**src/rtl/lock_controller_pkg.sv**
```systemverilog
// Shared definitions for the code-entry lock: state encoding, digit width and
// keypad decode helpers.
package lock_controller_pkg;

  localparam int unsigned DigitW = 2;

  typedef enum logic [1:0] {
    StIdle     = 2'd0,
    StEntry    = 2'd1,
    StUnlocked = 2'd2,
    StLockout  = 2'd3
  } state_e;

  function automatic logic is_onehot4(input logic [3:0] v);
    return (v != 4'd0) && ((v & (v - 4'd1)) == 4'd0);
  endfunction

  function automatic logic [DigitW-1:0] onehot_to_digit(input logic [3:0] v);
    logic [DigitW-1:0] d;
    d = '0;
    for (int i = 0; i < 4; i++) begin
      if (v[i]) d = DigitW'(i);
    end
    return d;
  endfunction

endpackage

```
**src/rtl/lock_controller_if.sv**
```systemverilog
// Keypad-side inputs and status outputs of the lock controller.
interface lock_controller_if;
  logic       slow_clk;
  logic [3:0] btn;
  logic       lock_btn;
  logic       unlocked;
  logic       lockout;
  logic [2:0] digit_cnt;
  logic [1:0] fail_cnt;
  logic       ok_pulse;
  logic       err_pulse;

  modport master (
    output slow_clk, btn, lock_btn,
    input  unlocked, lockout, digit_cnt, fail_cnt, ok_pulse, err_pulse
  );

  modport slave (
    input  slow_clk, btn, lock_btn,
    output unlocked, lockout, digit_cnt, fail_cnt, ok_pulse, err_pulse
  );
endinterface

```
**src/rtl/lock_controller_slow_tick_gen.sv**
```systemverilog
// Turns the divided clock level into a one-cycle tick, three clk_in cycles
// after its rising edge.
module lock_controller_slow_tick_gen (
  input  logic clk_in,
  input  logic rst,
  input  logic i_slow_clk,
  output logic o_tick
);

  logic w_sync;
  logic r_prev;
  logic r_tick;

  lock_controller_sync2 #(
    .WIDTH (1)
  ) u_sync (
    .clk_in (clk_in),
    .rst    (rst),
    .i_d    (i_slow_clk),
    .o_q    (w_sync)
  );

  always_ff @(posedge clk_in) begin
    if (rst) begin
      r_prev <= 1'b0;
      r_tick <= 1'b0;
    end else begin
      r_prev <= w_sync;
      r_tick <= w_sync & ~r_prev;
    end
  end

  assign o_tick = r_tick;

endmodule

```
**src/rtl/lock_controller_sync2.sv**
```systemverilog
// Two-flop synchroniser cell for asynchronous level inputs.
module lock_controller_sync2 #(
  parameter int unsigned WIDTH = 1
) (
  input  logic             clk_in,
  input  logic             rst,
  input  logic [WIDTH-1:0] i_d,
  output logic [WIDTH-1:0] o_q
);

  logic [WIDTH-1:0] r_meta;
  logic [WIDTH-1:0] r_sync;

  always_ff @(posedge clk_in) begin
    if (rst) begin
      r_meta <= '0;
      r_sync <= '0;
    end else begin
      r_meta <= i_d;
      r_sync <= r_meta;
    end
  end

  assign o_q = r_sync;

endmodule

```
**src/rtl/lock_controller.sv**
```systemverilog
// Code-entry lock FSM: samples the keypad once per slow tick, checks a digit
// sequence against CODE and reports unlock/lockout status.
module lock_controller
  import lock_controller_pkg::*;
#(
  parameter int unsigned CODE_LEN      = 4,
  parameter logic [13:0] CODE          = 14'h001B,
  parameter int unsigned MAX_FAILS     = 3,
  parameter int unsigned ENTRY_TIMEOUT = 40,
  parameter int unsigned UNLOCK_TICKS  = 200,
  parameter int unsigned LOCKOUT_TICKS = 100
) (
  input  logic             clk_in,
  input  logic             rst,
  lock_controller_if.slave io_bus
);

  localparam int unsigned MaxA     = (ENTRY_TIMEOUT > UNLOCK_TICKS) ? ENTRY_TIMEOUT : UNLOCK_TICKS;
  localparam int unsigned MaxTicks = (MaxA > LOCKOUT_TICKS) ? MaxA : LOCKOUT_TICKS;
  localparam int unsigned TimerW   = $clog2(MaxTicks + 1);

  logic              w_tick;
  logic [4:0]        w_in_sync;
  logic [3:0]        w_btn_sync;
  logic              w_lock_sync;
  logic              w_press;
  logic              w_lock_ev;
  logic [DigitW-1:0] w_digit;
  logic [DigitW-1:0] w_code_digit;
  logic              w_mismatch_new;
  logic              w_last;
  logic [1:0]        w_fail_inc;
  logic              w_entry_to;
  logic              w_unlock_to;
  logic              w_lockout_to;

  state_e            r_state, w_state_d;
  logic [TimerW-1:0] r_timer, w_timer_d;
  logic [3:0]        r_btn_smp;
  logic              r_lock_smp;
  logic [2:0]        r_digit_cnt, w_digit_cnt_d;
  logic [1:0]        r_fail_cnt, w_fail_cnt_d;
  logic              r_mismatch, w_mismatch_d;
  logic              r_ok, w_ok_d;
  logic              r_err, w_err_d;
  logic              r_unlocked, r_lockout;

  lock_controller_slow_tick_gen u_tick (
    .clk_in     (clk_in),
    .rst        (rst),
    .i_slow_clk (io_bus.slow_clk),
    .o_tick     (w_tick)
  );

  lock_controller_sync2 #(
    .WIDTH (5)
  ) u_btn_sync (
    .clk_in (clk_in),
    .rst    (rst),
    .i_d    ({io_bus.lock_btn, io_bus.btn}),
    .o_q    (w_in_sync)
  );

  assign w_btn_sync  = w_in_sync[3:0];
  assign w_lock_sync = w_in_sync[4];

  // Press needs an all-released previous sample, so a held key counts once.
  assign w_press        = w_tick & (r_btn_smp == 4'd0) & is_onehot4(w_btn_sync);
  assign w_lock_ev      = w_tick & ~r_lock_smp & w_lock_sync;
  assign w_digit        = onehot_to_digit(w_btn_sync);
  assign w_code_digit   = DigitW'(CODE >> (DigitW * r_digit_cnt));
  assign w_mismatch_new = r_mismatch | (w_digit != w_code_digit);
  assign w_last         = (r_digit_cnt == 3'(CODE_LEN - 1));
  assign w_fail_inc     = (r_fail_cnt == 2'(MAX_FAILS)) ? r_fail_cnt : r_fail_cnt + 2'd1;
  assign w_entry_to     = w_tick & (r_timer == TimerW'(ENTRY_TIMEOUT - 1));
  assign w_unlock_to    = w_tick & (r_timer == TimerW'(UNLOCK_TICKS - 1));
  assign w_lockout_to   = w_tick & (r_timer == TimerW'(LOCKOUT_TICKS - 1));

  always_ff @(posedge clk_in) begin
    if (rst) r_state <= StIdle;
    else     r_state <= w_state_d;
  end

  always_comb begin
    w_state_d = r_state;
    unique case (r_state)
      StIdle: begin
        if (w_press) w_state_d = StEntry;
      end
      StEntry: begin
        if (w_press) begin
          if (w_last) begin
            if (!w_mismatch_new)              w_state_d = StUnlocked;
            else if (w_fail_inc == 2'(MAX_FAILS)) w_state_d = StLockout;
            else                              w_state_d = StIdle;
          end
        end else if (w_entry_to) begin
          w_state_d = StIdle;
        end
      end
      StUnlocked: begin
        if (w_lock_ev || w_unlock_to) w_state_d = StIdle;
      end
      StLockout: begin
        if (w_lockout_to) w_state_d = StIdle;
      end
      default: w_state_d = StIdle;
    endcase
  end

  always_comb begin
    w_timer_d     = r_timer;
    w_digit_cnt_d = r_digit_cnt;
    w_fail_cnt_d  = r_fail_cnt;
    w_mismatch_d  = r_mismatch;
    w_ok_d        = 1'b0;
    w_err_d       = 1'b0;

    // Presses only restart the timer where they are accepted.
    if ((w_state_d != r_state) || (w_press && (r_state inside {StIdle, StEntry}))) begin
      w_timer_d = '0;
    end else if (w_tick) begin
      w_timer_d = r_timer + 1'b1;
    end

    if (w_press && (r_state inside {StIdle, StEntry})) begin
      w_digit_cnt_d = r_digit_cnt + 3'd1;
      w_mismatch_d  = w_mismatch_new;
      if (r_state == StEntry && w_last) begin
        if (!w_mismatch_new) begin
          w_ok_d       = 1'b1;
          w_fail_cnt_d = 2'd0;
        end else begin
          w_err_d      = 1'b1;
          w_fail_cnt_d = w_fail_inc;
        end
      end
    end

    if (r_state == StEntry && w_state_d != StEntry) begin
      w_digit_cnt_d = 3'd0;
      w_mismatch_d  = 1'b0;
    end

    if (r_state == StLockout && w_state_d == StIdle) w_fail_cnt_d = 2'd0;
  end

  always_ff @(posedge clk_in) begin
    if (rst) begin
      r_timer     <= '0;
      r_btn_smp   <= 4'd0;
      r_lock_smp  <= 1'b0;
      r_digit_cnt <= 3'd0;
      r_fail_cnt  <= 2'd0;
      r_mismatch  <= 1'b0;
      r_ok        <= 1'b0;
      r_err       <= 1'b0;
      r_unlocked  <= 1'b0;
      r_lockout   <= 1'b0;
    end else begin
      if (w_tick) begin
        r_btn_smp  <= w_btn_sync;
        r_lock_smp <= w_lock_sync;
      end
      r_timer     <= w_timer_d;
      r_digit_cnt <= w_digit_cnt_d;
      r_fail_cnt  <= w_fail_cnt_d;
      r_mismatch  <= w_mismatch_d;
      r_ok        <= w_ok_d;
      r_err       <= w_err_d;
      r_unlocked  <= (w_state_d == StUnlocked);
      r_lockout   <= (w_state_d == StLockout);
    end
  end

  assign io_bus.unlocked  = r_unlocked;
  assign io_bus.lockout   = r_lockout;
  assign io_bus.digit_cnt = r_digit_cnt;
  assign io_bus.fail_cnt  = r_fail_cnt;
  assign io_bus.ok_pulse  = r_ok;
  assign io_bus.err_pulse = r_err;

endmodule

```
**src/flat_wrapper.sv**
```systemverilog
// flat-port wrapper written by rule: the top's interface ports become plain ports
module lock_controller_flat import lock_controller_pkg::*;
#(
  parameter int unsigned CODE_LEN      = 4,
  parameter logic [13:0] CODE          = 14'h001B,
  parameter int unsigned MAX_FAILS     = 3,
  parameter int unsigned ENTRY_TIMEOUT = 40,
  parameter int unsigned UNLOCK_TICKS  = 200,
  parameter int unsigned LOCKOUT_TICKS = 100
)
  (clk_in, rst, io_bus_slow_clk, io_bus_btn, io_bus_lock_btn, io_bus_unlocked, io_bus_lockout, io_bus_digit_cnt, io_bus_fail_cnt, io_bus_ok_pulse, io_bus_err_pulse);
  lock_controller_if io_bus_i ();
  input  logic clk_in;
  input  logic rst;
  input wire logic [$bits(io_bus_i.slow_clk)-1:0] io_bus_slow_clk;
  input wire logic [$bits(io_bus_i.btn)-1:0] io_bus_btn;
  input wire logic [$bits(io_bus_i.lock_btn)-1:0] io_bus_lock_btn;
  output wire logic [$bits(io_bus_i.unlocked)-1:0] io_bus_unlocked;
  output wire logic [$bits(io_bus_i.lockout)-1:0] io_bus_lockout;
  output wire logic [$bits(io_bus_i.digit_cnt)-1:0] io_bus_digit_cnt;
  output wire logic [$bits(io_bus_i.fail_cnt)-1:0] io_bus_fail_cnt;
  output wire logic [$bits(io_bus_i.ok_pulse)-1:0] io_bus_ok_pulse;
  output wire logic [$bits(io_bus_i.err_pulse)-1:0] io_bus_err_pulse;
  assign io_bus_i.slow_clk = io_bus_slow_clk;
  assign io_bus_i.btn = io_bus_btn;
  assign io_bus_i.lock_btn = io_bus_lock_btn;
  assign io_bus_unlocked = io_bus_i.unlocked;
  assign io_bus_lockout = io_bus_i.lockout;
  assign io_bus_digit_cnt = io_bus_i.digit_cnt;
  assign io_bus_fail_cnt = io_bus_i.fail_cnt;
  assign io_bus_ok_pulse = io_bus_i.ok_pulse;
  assign io_bus_err_pulse = io_bus_i.err_pulse;
  lock_controller #(.CODE_LEN(CODE_LEN), .CODE(CODE), .MAX_FAILS(MAX_FAILS), .ENTRY_TIMEOUT(ENTRY_TIMEOUT), .UNLOCK_TICKS(UNLOCK_TICKS), .LOCKOUT_TICKS(LOCKOUT_TICKS)) u_core (.clk_in(clk_in), .rst(rst), .io_bus(io_bus_i));
endmodule
```
**config.mk**
```make
export PLATFORM = sky130hd
export DESIGN_NAME = lock_controller_flat
export DESIGN_NICKNAME = d
export VERILOG_FILES = /design/src/rtl/lock_controller_pkg.sv /design/src/rtl/lock_controller_if.sv /design/src/rtl/lock_controller_slow_tick_gen.sv /design/src/rtl/lock_controller_sync2.sv /design/src/rtl/lock_controller.sv /design/src/flat_wrapper.sv
export SDC_FILE = /design/constraint.sdc
export NUM_CORES = 1
export LEC_CHECK = 0
export ABC_AREA = 1
export BUFFER_PORTS_ARGS = -buffer_cell sky130_fd_sc_hd__buf_2
export CORE_MARGIN = 2
export CORE_UTILIZATION = 45
export DETAILED_ROUTE_END_ITERATION = 10
export SLEW_MARGIN = 20
export SYNTH_ARGS = -nofsm -noshare
export SYNTH_HDL_FRONTEND = slang
export SYNTH_SLANG_ARGS = --single-unit
```
**constraint.sdc**
```tcl
create_clock -name clk_in -period 2.3 [get_ports clk_in]
set_clock_uncertainty 0.2 [all_clocks]
set_input_delay 0.46 -clock clk_in [delete_from_list [all_inputs] [get_ports clk_in]]
set_output_delay 0.46 -clock clk_in [all_outputs]
set_load 0.01 [all_outputs]
```
==> summary.txt <==
Outcome
  – Status: complete, no violations

Worst setup path
  – Required time of the worst setup path: 2.33 ns
  – CP arrival: 1.84 ns
  – Setup crit end kind: flip-flop
  – Critical path type: flip-flop to flip-flop
  – Crit path launch type: flip-flop
  – Critical-path maximum fanout: 4

Clocking
  – Post-CTS Resized: 0
  – CTS Buf Count: 5
  – Postcts setup bufs: 0
  – Clock Path Buffers: 2
  – Clock sink count: 39
  – Clk slew on worst S/H paths: 0.07 ns
  – CTS tree: built
  – Clk_lat worst skew: 0.29 ns
  – CTS H-tree depth: 2
  – Cts hold-fix bufs: 0
  – Root Driver: clkbuf_8

Yosys
  – Syn Nets: 243
  – Cell with the most instances after synthesis: nor2_1
  – Yosys cell types: 25
  – Mapped Area: 1660 µm²
  – Synth area leader: dfxtp_1
  – Share of flip-flops with an asynchronous set or reset: 0
  – Post-synth top area share: 0.470
  – Post-synthesis cell count: 232
  – Sequential element share of the synthesized area: 0.470
  – Yosys warns: 0
  – Synthesized flop and latch total: 39
  – Most used DFF post-synth: dfxtp_1
  – Number of flops mapped to enable cells by yosys: 0
  – Largest cells by area after synthesis: dfxtp_1 (47%), nor2_1 (11%), nand2_1 (10%)
  – Syn avg cell area: 7.17 µm²
  – Post-synth top cells: nor2_1 (48), nand2_1 (46), inv_1 (41)

Global routing
  – Largest net degree at the start of global routing: 24
  – First-pass GRT wire length: 4920 µm
  – Remaining global-route overflow: 0
  – GRT Resource Usage Total: 0.152
  – Initial antenna violation count: 0
  – Number of global-route vias before repair: 1,178

Layout
  – Area of the multi-input gates: 709 µm²
  – P&R area growth vs syn: 13.3%
  – Share of layout cells above drive strength 1: 0.138
  – # fillers: 355
  – FF/Latch Area: 781 µm²
  – ANT cells: 0
  – Nets@finish: 264

Timing
  – Final Hold Fails: 0
  – Relative slew slack: 0.745
  – Worst-Margin Slew: 0.383 ns
  – RSZ-0062 raised after global routing: no
  – Setup tns final: 0 ns
  – Slew Viols, Final: 0
  – Setup violators final: 0
  – Final hold slack: 0.167 ns
  – F_max: 551 MHz
  – Min Tclk post-route: 1.82 ns
  – Fin crit share: 0.789

Floorplanning
  – Site Rows: 22
  – IO Count: 17
  – Core footprint: 3610 µm²
  – DIE WIDTH: 64.8 µm
  – Initial Util: 0.461
  – Die H: 64.8 µm
  – DIE AREA: 4200 µm²

Route
  – 1st-pass router iterations: 4
  – Initial DRC Count: 64
  – DR WL/cell: 9.04 µm
  – DRC viols: 0
  – Vias: 1,335
  – Vias per inst: 4.42
  – Post-route ant nets: 0
  – Post-Route WL: 2730 µm

Place
  – Port buffer count: 16
  – Detailed placement HPWL: 2060 µm
  – Final GP Congestion: 0.812

Power
  – Pwr Density: 657 nW/µm²
  – Leak pwr: 0.880 nW
  – Max VDD drop: 0.356 mV

Run
  – MaxCap Viol Count: 0

Hold path
  – Class of the worst hold path: input pin to flip-flop
logic make-up after synthesis:
logic type,after synthesis,share of synthesized area
and+or+nand+nor,119,0.308
buffers and inverters,46,0.104
DFF,39,0.470
AOI/OAI and AO/OA,17,0.0534
xor gates and xnor gates,7,0.0369
adders and majority gates,3,0.0226
muxes,1,0.00602
metrics by stage:
stage | setup slack, ns | utilization | cell area [µm²] | power, mW | instances
5_1_grt | 0.289 | 0.523 | 1880 | 1.30 | 302
2_1_floorplan | 0.685 | - | 1660 | 0.786 | 232
6_report | 0.484 | 0.523 | 1880 | 1.24 | 302
3_5_place_dp | 0.478 | 0.499 | 1800 | 0.810 | 294
4_1_cts | 0.460 | 0.523 | 1880 | 1.25 | 302
3_3_place_gp | 0.465 | 0.499 | 1800 | 0.809 | 294
layout by cell type, fill, tap and decap left out, types with 2 or more instances in the layout:
cell type and count:
nor2_1 48, nand2_1 46, inv_1 41, dfxtp_1 39, buf_2 16, a21oi_1 10
nand3_1 8, nor3_1 6, o21ai_0 5, xor2_1 5, clkbuf_8 5, ha_1 3
nor2_2 2, inv_2 2, nand2_2 2, xnor2_1 2
area by class of cell:
| cell class | instances | share of cell area |
|---|---|---|
| inverters | 43 | 0.0857 |
| clock inverters | 2 | 0.00664 |
| multi-input cells | 147 | 0.376 |
| well taps | 48 | 0.0319 |
| clock buffers | 6 | 0.0385 |
| repair buffers | 17 | 0.0465 |
| flip-flops and latches | 39 | 0.414 |
where the power goes:
group	internal (mW)	switching (mW)	leakage, nW
logic	0.0319	0.0602	0.522
registers	0.692	0.00868	0.317
clock network	0.212	0.233	0.0412
layer usage:
metal | global-route usage | share of wire | vias to the layer above
li1 | - | - | 740
met1 | 0.198 | 0.53 | 571
met2 | 0.227 | 0.41 | 18
met3 | 0.0469 | 0.036 | 6
met4 | 0.0718 | 0.020 | 0
met5 | 0 | 0 | -
worst paths after layout:
kind,slack (ns),end,from,depth (start not counted)
min reg2reg,0.19,u_core.u_tick.o_tick,u_core.u_tick.r_prev,1
max,0.48,u_core.io_bus.digit_cnt[0],u_core.r_timer[0],11
min,0.17,u_core.u_btn_sync.r_meta[0],io_bus_btn[0],3
max reg2reg,0.48,u_core.io_bus.digit_cnt[0],u_core.r_timer[0],11
critical path: stages (launching register included):
cell and delay (ns):
dfxtp_1 0.37, ha_1 0.18, nand2_1 0.07, nor2_1 0.16, nand2_1 0.09, nor3_2 0.17, a21oi_1 0.08, nand2_1 0.14
nand2_1 0.07, nand2_1 0.07, nand2_2 0.08, nor2_1 0.09
registers in the layout (all words and copies together), names as in the netlist, 2 cells and up:
signal / cells
u_core.io_bus.digit_cnt: 3
u_core.io_bus.fail_cnt: 2
u_core.r_btn_smp: 4
u_core.r_state: 2
u_core.r_timer: 8
u_core.u_btn_sync.o_q: 5
u_core.u_btn_sync.r_meta: 5
No activity file was read; power rests on OpenSTA's default activity.
